File: src/rtl/usb_pkg.sv
// Shared USB definitions: PIDs, CRC16 constants and TX scheduler states.
package usb_pkg;

    typedef enum logic [3:0] {
        PID_ACK   = 4'h2,
        PID_NAK   = 4'hA,
        PID_STALL = 4'hE,
        PID_DATA0 = 4'h3,
        PID_DATA1 = 4'hB
    } pid_t;

    localparam logic [15:0] CRC16_POLY = 16'hA001;
    localparam logic [15:0] CRC16_INIT = 16'hFFFF;

    typedef enum logic [2:0] {
        TX_IDLE,
        TX_SEND_PID,
        TX_SEND_DATA,
        TX_SEND_CRC_LO,
        TX_SEND_CRC_HI,
        TX_LAST
    } tx_state_t;

    // Reflected CRC16 update over one byte, LSB first.
    function automatic logic [15:0] crc16_byte(input logic [15:0] crc, input logic [7:0] data);
        logic [15:0] c;
        c = crc ^ {8'h00, data};
        for (int i = 0; i < 8; i++)
            c = c[0] ? ((c >> 1) ^ CRC16_POLY) : (c >> 1);
        return c;
    endfunction

endpackage

File: src/rtl/usb_crc16.sv
// Byte-wide USB CRC16 accumulator; clear has priority over enable.
module usb_crc16
    import usb_pkg::*;
(
    input  logic        clk,
    input  logic        clear,
    input  logic        enable,
    input  logic [7:0]  data,
    output logic [15:0] crc
);

    always_ff @(posedge clk) begin
        if (clear)
            crc <= CRC16_INIT;
        else if (enable)
            crc <= crc16_byte(crc, data);
    end

endmodule

File: src/rtl/usb_tx_scheduler.sv
// Packet-level USB TX controller: handshake/data arbitration, PID, payload
// streaming with one-byte prefetch, CRC16 trailer and inter-packet delay.
module usb_tx_scheduler
    import usb_pkg::*;
#(
    parameter  int IPD_CLKS = 8,
    parameter  int MAX_LEN  = 64,
    localparam int LEN_W    = $clog2(MAX_LEN + 1),
    localparam int ADDR_W   = $clog2(MAX_LEN),
    localparam int IPD_W    = $clog2(IPD_CLKS + 1)
) (
    input  logic              clk,
    input  logic              reset,
    input  logic              rx_active,
    input  logic              hs_req,
    input  logic [3:0]        hs_pid,
    output logic              hs_done,
    input  logic              dp_req,
    input  logic [3:0]        dp_pid,
    input  logic [LEN_W-1:0]  dp_len,
    output logic              dp_done,
    output logic [ADDR_W-1:0] rd_addr,
    output logic              rd_en,
    input  logic [7:0]        rd_data,
    output logic [7:0]        tx_data,
    output logic              tx_valid,
    input  logic              tx_ready,
    output logic              busy
);

    tx_state_t         state, state_n;
    logic [7:0]        tx_data_n;
    logic              tx_valid_n, hs_done_n, dp_done_n, rd_en_n;
    logic [ADDR_W-1:0] rd_addr_n;
    logic [3:0]        pid_q, pid_n;
    logic              is_dp, is_dp_n;
    logic [LEN_W-1:0]  len_q, len_n, nbytes, nbytes_n, len_clamp, nb_inc;
    logic [IPD_W-1:0]  ipd, ipd_n;
    logic              crc_clr, load_byte;
    logic [15:0]       crc;

    assign len_clamp = (dp_len > LEN_W'(MAX_LEN)) ? LEN_W'(MAX_LEN) : dp_len;
    assign nb_inc    = nbytes + 1'b1;
    assign busy      = (state != TX_IDLE);

    usb_crc16 u_crc (
        .clk    (clk),
        .clear  (crc_clr | ~reset),
        .enable (load_byte),
        .data   (rd_data),
        .crc    (crc)
    );

    always_ff @(posedge clk) begin
        if (!reset) begin
            state    <= TX_IDLE;
            tx_data  <= 8'h00;
            tx_valid <= 1'b0;
            hs_done  <= 1'b0;
            dp_done  <= 1'b0;
            rd_en    <= 1'b0;
            rd_addr  <= '0;
            pid_q    <= 4'h0;
            is_dp    <= 1'b0;
            len_q    <= '0;
            nbytes   <= '0;
            ipd      <= IPD_W'(IPD_CLKS);
        end else begin
            state    <= state_n;
            tx_data  <= tx_data_n;
            tx_valid <= tx_valid_n;
            hs_done  <= hs_done_n;
            dp_done  <= dp_done_n;
            rd_en    <= rd_en_n;
            rd_addr  <= rd_addr_n;
            pid_q    <= pid_n;
            is_dp    <= is_dp_n;
            len_q    <= len_n;
            nbytes   <= nbytes_n;
            ipd      <= ipd_n;
        end
    end

    always_comb begin
        state_n    = state;
        tx_data_n  = tx_data;
        tx_valid_n = tx_valid;
        hs_done_n  = 1'b0;
        dp_done_n  = 1'b0;
        rd_en_n    = 1'b0;
        rd_addr_n  = rd_addr;
        pid_n      = pid_q;
        is_dp_n    = is_dp;
        len_n      = len_q;
        nbytes_n   = nbytes;
        crc_clr    = 1'b0;
        load_byte  = 1'b0;
        ipd_n      = rx_active ? IPD_W'(IPD_CLKS) : ((ipd != '0) ? ipd - 1'b1 : ipd);

        case (state)
            TX_IDLE: begin
                if (ipd == '0 && !rx_active && (hs_req || dp_req)) begin
                    crc_clr    = 1'b1;
                    nbytes_n   = '0;
                    tx_valid_n = 1'b1;
                    state_n    = TX_SEND_PID;
                    if (hs_req) begin
                        pid_n   = hs_pid;
                        is_dp_n = 1'b0;
                        len_n   = '0;
                    end else begin
                        pid_n   = dp_pid;
                        is_dp_n = 1'b1;
                        len_n   = len_clamp;
                        if (len_clamp != '0) begin
                            rd_en_n   = 1'b1;
                            rd_addr_n = '0;
                        end
                    end
                    tx_data_n = {~pid_n, pid_n};
                end
            end
            TX_SEND_PID: begin
                if (tx_ready) begin
                    if (!is_dp) begin
                        state_n = TX_LAST;
                    end else if (len_q == '0) begin
                        tx_data_n = ~crc[7:0];
                        state_n   = TX_SEND_CRC_LO;
                    end else begin
                        load_byte = 1'b1;
                        state_n   = TX_SEND_DATA;
                    end
                end
            end
            TX_SEND_DATA: begin
                if (tx_ready) begin
                    if (nbytes == len_q) begin
                        tx_data_n = ~crc[7:0];
                        state_n   = TX_SEND_CRC_LO;
                    end else begin
                        load_byte = 1'b1;
                    end
                end
            end
            TX_SEND_CRC_LO: begin
                if (tx_ready) begin
                    tx_data_n = ~crc[15:8];
                    state_n   = TX_SEND_CRC_HI;
                end
            end
            TX_SEND_CRC_HI: begin
                if (tx_ready)
                    state_n = TX_LAST;
            end
            TX_LAST: begin
                tx_valid_n = 1'b0;
                hs_done_n  = ~is_dp;
                dp_done_n  = is_dp;
                ipd_n      = IPD_W'(IPD_CLKS);
                state_n    = TX_IDLE;
            end
            default: state_n = TX_IDLE;
        endcase

        // Loading a byte also issues the read for the following one, so it
        // lands in rd_data long before the transceiver asks for it.
        if (load_byte) begin
            tx_data_n = rd_data;
            nbytes_n  = nb_inc;
            if (nb_inc < len_q) begin
                rd_en_n   = 1'b1;
                rd_addr_n = rd_addr + 1'b1;
            end
        end
    end

endmodule

File: config.mk
export PLATFORM = sky130hd
export DESIGN_NAME = usb_tx_scheduler
export DESIGN_NICKNAME = d
export VERILOG_FILES = /design/src/rtl/usb_pkg.sv /design/src/rtl/usb_crc16.sv /design/src/rtl/usb_tx_scheduler.sv
export SDC_FILE = /design/constraint.sdc
export NUM_CORES = 1
export LEC_CHECK = 0
export BUFFER_PORTS_ARGS = -buffer_cell sky130_fd_sc_hd__clkbuf_2
export CAP_MARGIN = 20
export CORE_MARGIN = 5
export CORE_UTILIZATION = 50
export DETAILED_ROUTE_END_ITERATION = 8
export PLACE_DENSITY_LB_ADDON = 0.05
export SLEW_MARGIN = 20
export SYNTH_ARGS = -nofsm -noshare
export SYNTH_HDL_FRONTEND = slang
export SYNTH_SLANG_ARGS = --single-unit
File: constraint.sdc
create_clock -name clk -period 2.6 [get_ports clk]
set_input_delay 0.39 -clock clk [delete_from_list [all_inputs] [get_ports clk]]
set_output_delay 0.39 -clock clk [all_outputs]
set_load 0.01 [all_outputs]
# Word-level counts from Yosys, hierarchy flattened
# Cells that the tools add are included.
# word_totals
output_inout_bits	19
elab_cells	129
inputBits	29
register_bits	56
# op_classes
eq_ne	19
bitwise	15
n_lt_le_gt_ge	2
n_reduce_logical	21
add_sub_neg	3
muxes	57
# op_table
cell	n
16-bit 2-to-1 mux	8
8-bit 2-to-1 mux	8
6-bit 2-to-1 mux	6
7-bit 2-to-1 mux	5
8-bit case mux with 4 select lines	1
2-bit NOT with 3-bit output	8
3-bit 2-to-1 mux	7
3-bit inequality test (second input constant)	7
1-bit 2-to-1 mux	16
8-bit NOT	2
16-bit by 8-bit XOR with 16-bit output	1
3-bit case mux with 5 select lines	1
4-bit 2-to-1 mux	3
2-bit inequality test (second input constant)	6
2-bit AND reduction	4
8-bit AND reduction	1
7-bit by 1-bit adder with 7-bit output (second input constant)	1
7-bit == test	1
7-bit greater-than comparator (second input constant)	1
7-bit zero test	1
7-bit less-than comparator	1
7-bit nonzero test	1
6-bit by 1-bit adder with 6-bit output (second input constant)	1
3-bit by 2-bit == test with 1-bit output (second input constant)	2
18 further kinds	24

# Longest topological paths before layout
# depth
depth_word	17
depth_mapped	10
depth_no_buf	9

# Modules after synthesis
# Synthesis repeated with hierarchy kept, for this count alone.
# unflattened
hier_cells	362
hier_area_um2	3200.6
# by_module_without_submodules
module	area_each_um2	n_inst	seq_area_each_um2	cells_per_inst
usb_tx_scheduler	2417.3	1	800.8	281
usb_crc16	783.3	1	320.3	81

# Worst setup path after synthesis
# No wires, ideal clock.
# synth_timing
path_type	flip-flop to flip-flop
from	register nbytes[0]
to	register rd_addr[0]
required_ns	2.468
stages_incl_launch_ff	10
n_path_buf	0
slack_ns	0.497
period_less_slack_ns	2.103
arrival_time_ns	1.971
setup_time_ns	0.132
path_cell_list	dfxtp_1 ha_1 nand3_1 xnor2_1 ha_1 a21oi_1 a21boi_0 o21a_1 o31ai_2 o21ai_0
# synth_via
elab_chain_len	5
word_cells_on_any_way	8
classes_between	add/sub (1); order compare (1); eq/ne (1); mux (5)
# synth_lines
element	line_no	source
from (decl)	usb_tx_scheduler.sv:37	logic [LEN_W-1:0] len_q, len_n, nbytes, nbytes_n, len_clamp, nb_inc;
from (signal assigned)	usb_tx_scheduler.sv:79	nbytes <= nbytes_n;
parallel branches: the longest is 4 deep, another holds 7-bit by 1-bit adder with 7-bit output	-	
6-bit 2-to-1 mux (*)	usb_tx_scheduler.sv:168	if (load_byte) begin
to (signal assigned)	usb_tx_scheduler.sv:75	rd_addr <= rd_addr_n;
to (decl)	usb_tx_scheduler.sv:22	output logic [ADDR_W-1:0] rd_addr,
# Mark *: on every way between the ends.
# A chain may end at the register's enable or synchronous reset.

# Worst setup path after layout
# layout_timing
from	register nbytes[2]
to	register rd_addr[5]
# The elaborated chain is that of the path after synthesis.

==> flow_metrics.py <==
metrics = {
    "run_status": {
        "status": "completed",
    },
    "drt": {
        "ant_nets": 0,
        "routed_wl_um": 8460,
        "first_iter_violations": 168,
        "via_count": 2987,
        "drc_errors": 0,
        "dr.pass1.iters": 4,
        "avgViaCountPerCell": 5.78,
        "wl_per_cell_um": 16.4,
    },
    "finish": {
        "insertedDiodeCount": 0,
        "final_common_cell": "dfxtp_1",
        "final_cell_mix": "56 x dfxtp_1, 47 x clkbuf_2, 39 x nor2_1",
        "nets": 476,
        "drive_gt1_share_pct": 21.3,
        "area_growth_pct": 11.1,
    },
    "synthesis": {
        "netlist_area_sq_mm": 0.00345,
        "ys_seq_elements": 56,
        "avgSynthCellArea_sq_um": 8.81,
        "async_flop_share_pct": 0,
        "yosysTopAreaCellShare_pct": 32.5,
        "synth_largest_area_cell": "dfxtp_1",
        "ys.flop_type": "dfxtp_1",
        "synth_edf_count": 0,
        "yosysSeqAreaShare_pct": 32.5,
        "yosys_warnings": 0,
        "syn-num-nets": 432,
        "netlist_top_cells_area": "dfxtp_1 32%, nor2_1 4.2%, xnor2_1 4.1%",
        "synth_cell_types": 63,
        "syn_inst": 392,
    },
    "sta": {
        "clock_skew_ps": 10.4,
        "fmax_mhz": 422,
        "slew-limit-headroom_pct": 53.8,
        "finalHoldViolCount": 0,
        "rsz0062_at_grt": "no",
        "tns_ps": 0,
        "fin_crit_sh_pct": 91.2,
        "finalSetupViolCount": 0,
        "period_needed_ps": 2370,
        "drv_slew": 0,
        "tightest_slew_ps": 692,
    },
    "min_path": {
        "hp-class": "in2reg",
        "hp-start": "dp_len[2]",
    },
    "clocking": {
        "clk_root_buffer_cell": "clkbuf_8",
        "clock_sinks": 56,
        "cts_setup_buffers": 0,
        "ctsLongestPathBuffers": 2,
        "cts_tree": "yes",
        "clk_latency_ps": 310,
        "clk_pin_slew_ps": 100,
        "cts_buffers": 5,
        "htreeDepth": 2,
    },
    "setup_path": {
        "r2r_end": "rd_addr[5]",
        "startpoint": "nbytes[2]",
        "critPathMaxFanout": 8,
        "cp.required_ps": 2800,
        "reg2reg_slack_ps": 230,
        "reg2reg_from": "nbytes[2]",
        "worstPathArrival_ps": 2570,
        "setup.worst_path.class": "reg2reg",
        "crit_path_start_kind": "flip-flop",
        "cp-endpoint": "rd_addr[5]",
        "end_kind": "flip-flop",
        "r2r_cells": 9,
    },
    "power": {
        "ir_drop_mv": 0.252,
        "power.total_mw": 1.63,
        "pwr_density_cell_mw_per_mm2": 424,
        "p_leak_nw": 1.62,
    },
    "placement": {
        "dpl.hpwl_um": 6160,
        "gp_congestion": 0.817,
        "portBuffers": 47,
    },
    "floorplan": {
        "num_rows": 30,
        "die_h_um": 93.1,
        "chipWidth_um": 93.1,
        "die_area_sq_mm": 0.00867,
        "pin_count": 48,
        "start_util_pct": 51.1,
        "core_area_sq_mm": 0.00676,
    },
    "global_routing": {
        "grt_pass1_wl_um": 14100,
        "grt_max_degree": 29,
        "grt.overflow.total": 0,
        "antenna_found_initial": 0,
        "grt_pass1_vias": 2901,
        "grtUsageTotal_pct": 20.3,
    },
    "run": {
        "maxCapViolations": 0,
    },
}
how the worst min path moves through the flow:
stage	endpoint	cells past startpoint	slack, ps
2_1_floorplan	hs_done	1	450
3_3_place_gp	u_crc.crc[1]	2	480
3_5_place_dp	tx_data[2]	2	480
6_report	len_q[2]	2	310
5_1_grt	len_q[4]	2	300
4_1_cts	len_q[2]	2	300
Yosys cell counts (7+ instances only):
master    instances
dfxtp_1          56
nor2_1           39
xor2_1            9
mux2_2            9
nand2_1          29
inv_1            11
ha_1             11
a21oi_1          17
and2_1            7
o21ai_0          15
clkbuf_1          9
o21a_1            8
nor3_1           15
nand3_1          15
nor2b_1           8
xnor2_1          16
worst max-delay path: stages (launching register included):
cell and delay (ps):
dfxtp_1 480, nand3_1 160, xnor2_1 150, ha_1 290, a21o_1 180, a21oi_1 140, a21boi_0 130, o21a_1 240
o31ai_4 330, o21ai_0 150
kinds of logic (layout without fill, tap and decap cells):
family	count (synthesis)	count (layout)	synth area share, %
compound gates	98	98	20.9
xor+xnor	33	33	10.7
fa+ha+maj	11	11	3.99
buf+inv	34	79	5.44
flops	56	56	32.5
mux	15	15	4.68
simple gates	145	145	21.9
power breakdown:
part	total [mW]	switching, mW	internal [mW]	leakage, nW
Combinational	0.244	0.127	0.117	1.12
Sequential	0.884	0.0126	0.872	0.453
Clock	0.499	0.281	0.218	0.0455
metal layers:
| metal | track usage [%] | share of wire (%) | vias to the layer above |
|---|---|---|---|
| met5 | 0 | 0 | - |
| met4 | 4.88 | 1.0 | 0 |
| met3 | 3.46 | 5.1 | 8 |
| met2 | 32.5 | 45 | 78 |
| met1 | 28.6 | 49 | 1408 |
| li1 | - | - | 1493 |
per-stage QoR:
| stage | instance area [sq um] | worst slack [ps] | utilization, % | std cells | hold slack [ps] |
|---|---|---|---|---|---|
| floorplan | 3450 | 497 | - | 392 | 449 |
| global placement | 3730 | 236 | 55.3 | 509 | 477 |
| detailed placement | 3730 | 99.1 | 55.3 | 509 | 481 |
| CTS | 3820 | 109 | 56.6 | 517 | 298 |
| global route | 3830 | 40.9 | 56.7 | 517 | 297 |
| finish | 3830 | 229 | 56.7 | 517 | 305 |
state kept, by name, indices dropped and copies added, names as in the netlist:
register / cells
tx_valid: 1
ipd: 4
state: 3
nbytes: 7
len_q: 7
dp_done: 1
hs_done: 1
is_dp: 1
rd_en: 1
tx_data: 8
rd_addr: 6
u_crc.crc: 16
area by class of cell:
cell class | instances | area [sq um]
Timing Repair Buffer | 59 | 325
Multi-Input combinational cell | 302 | 2150
Sequential cell | 56 | 1120
Tap cell | 80 | 100
Clock buffer | 8 | 90.1
Fill cell | 645 | 2920
Inverter | 12 | 45.0
repair_timing:
action,4_1_cts,5_1_grt
setup endpoints to repair,0,5
resized for setup,0,1
hold buffers,0,0
Power figures use the tool's default switching activity.
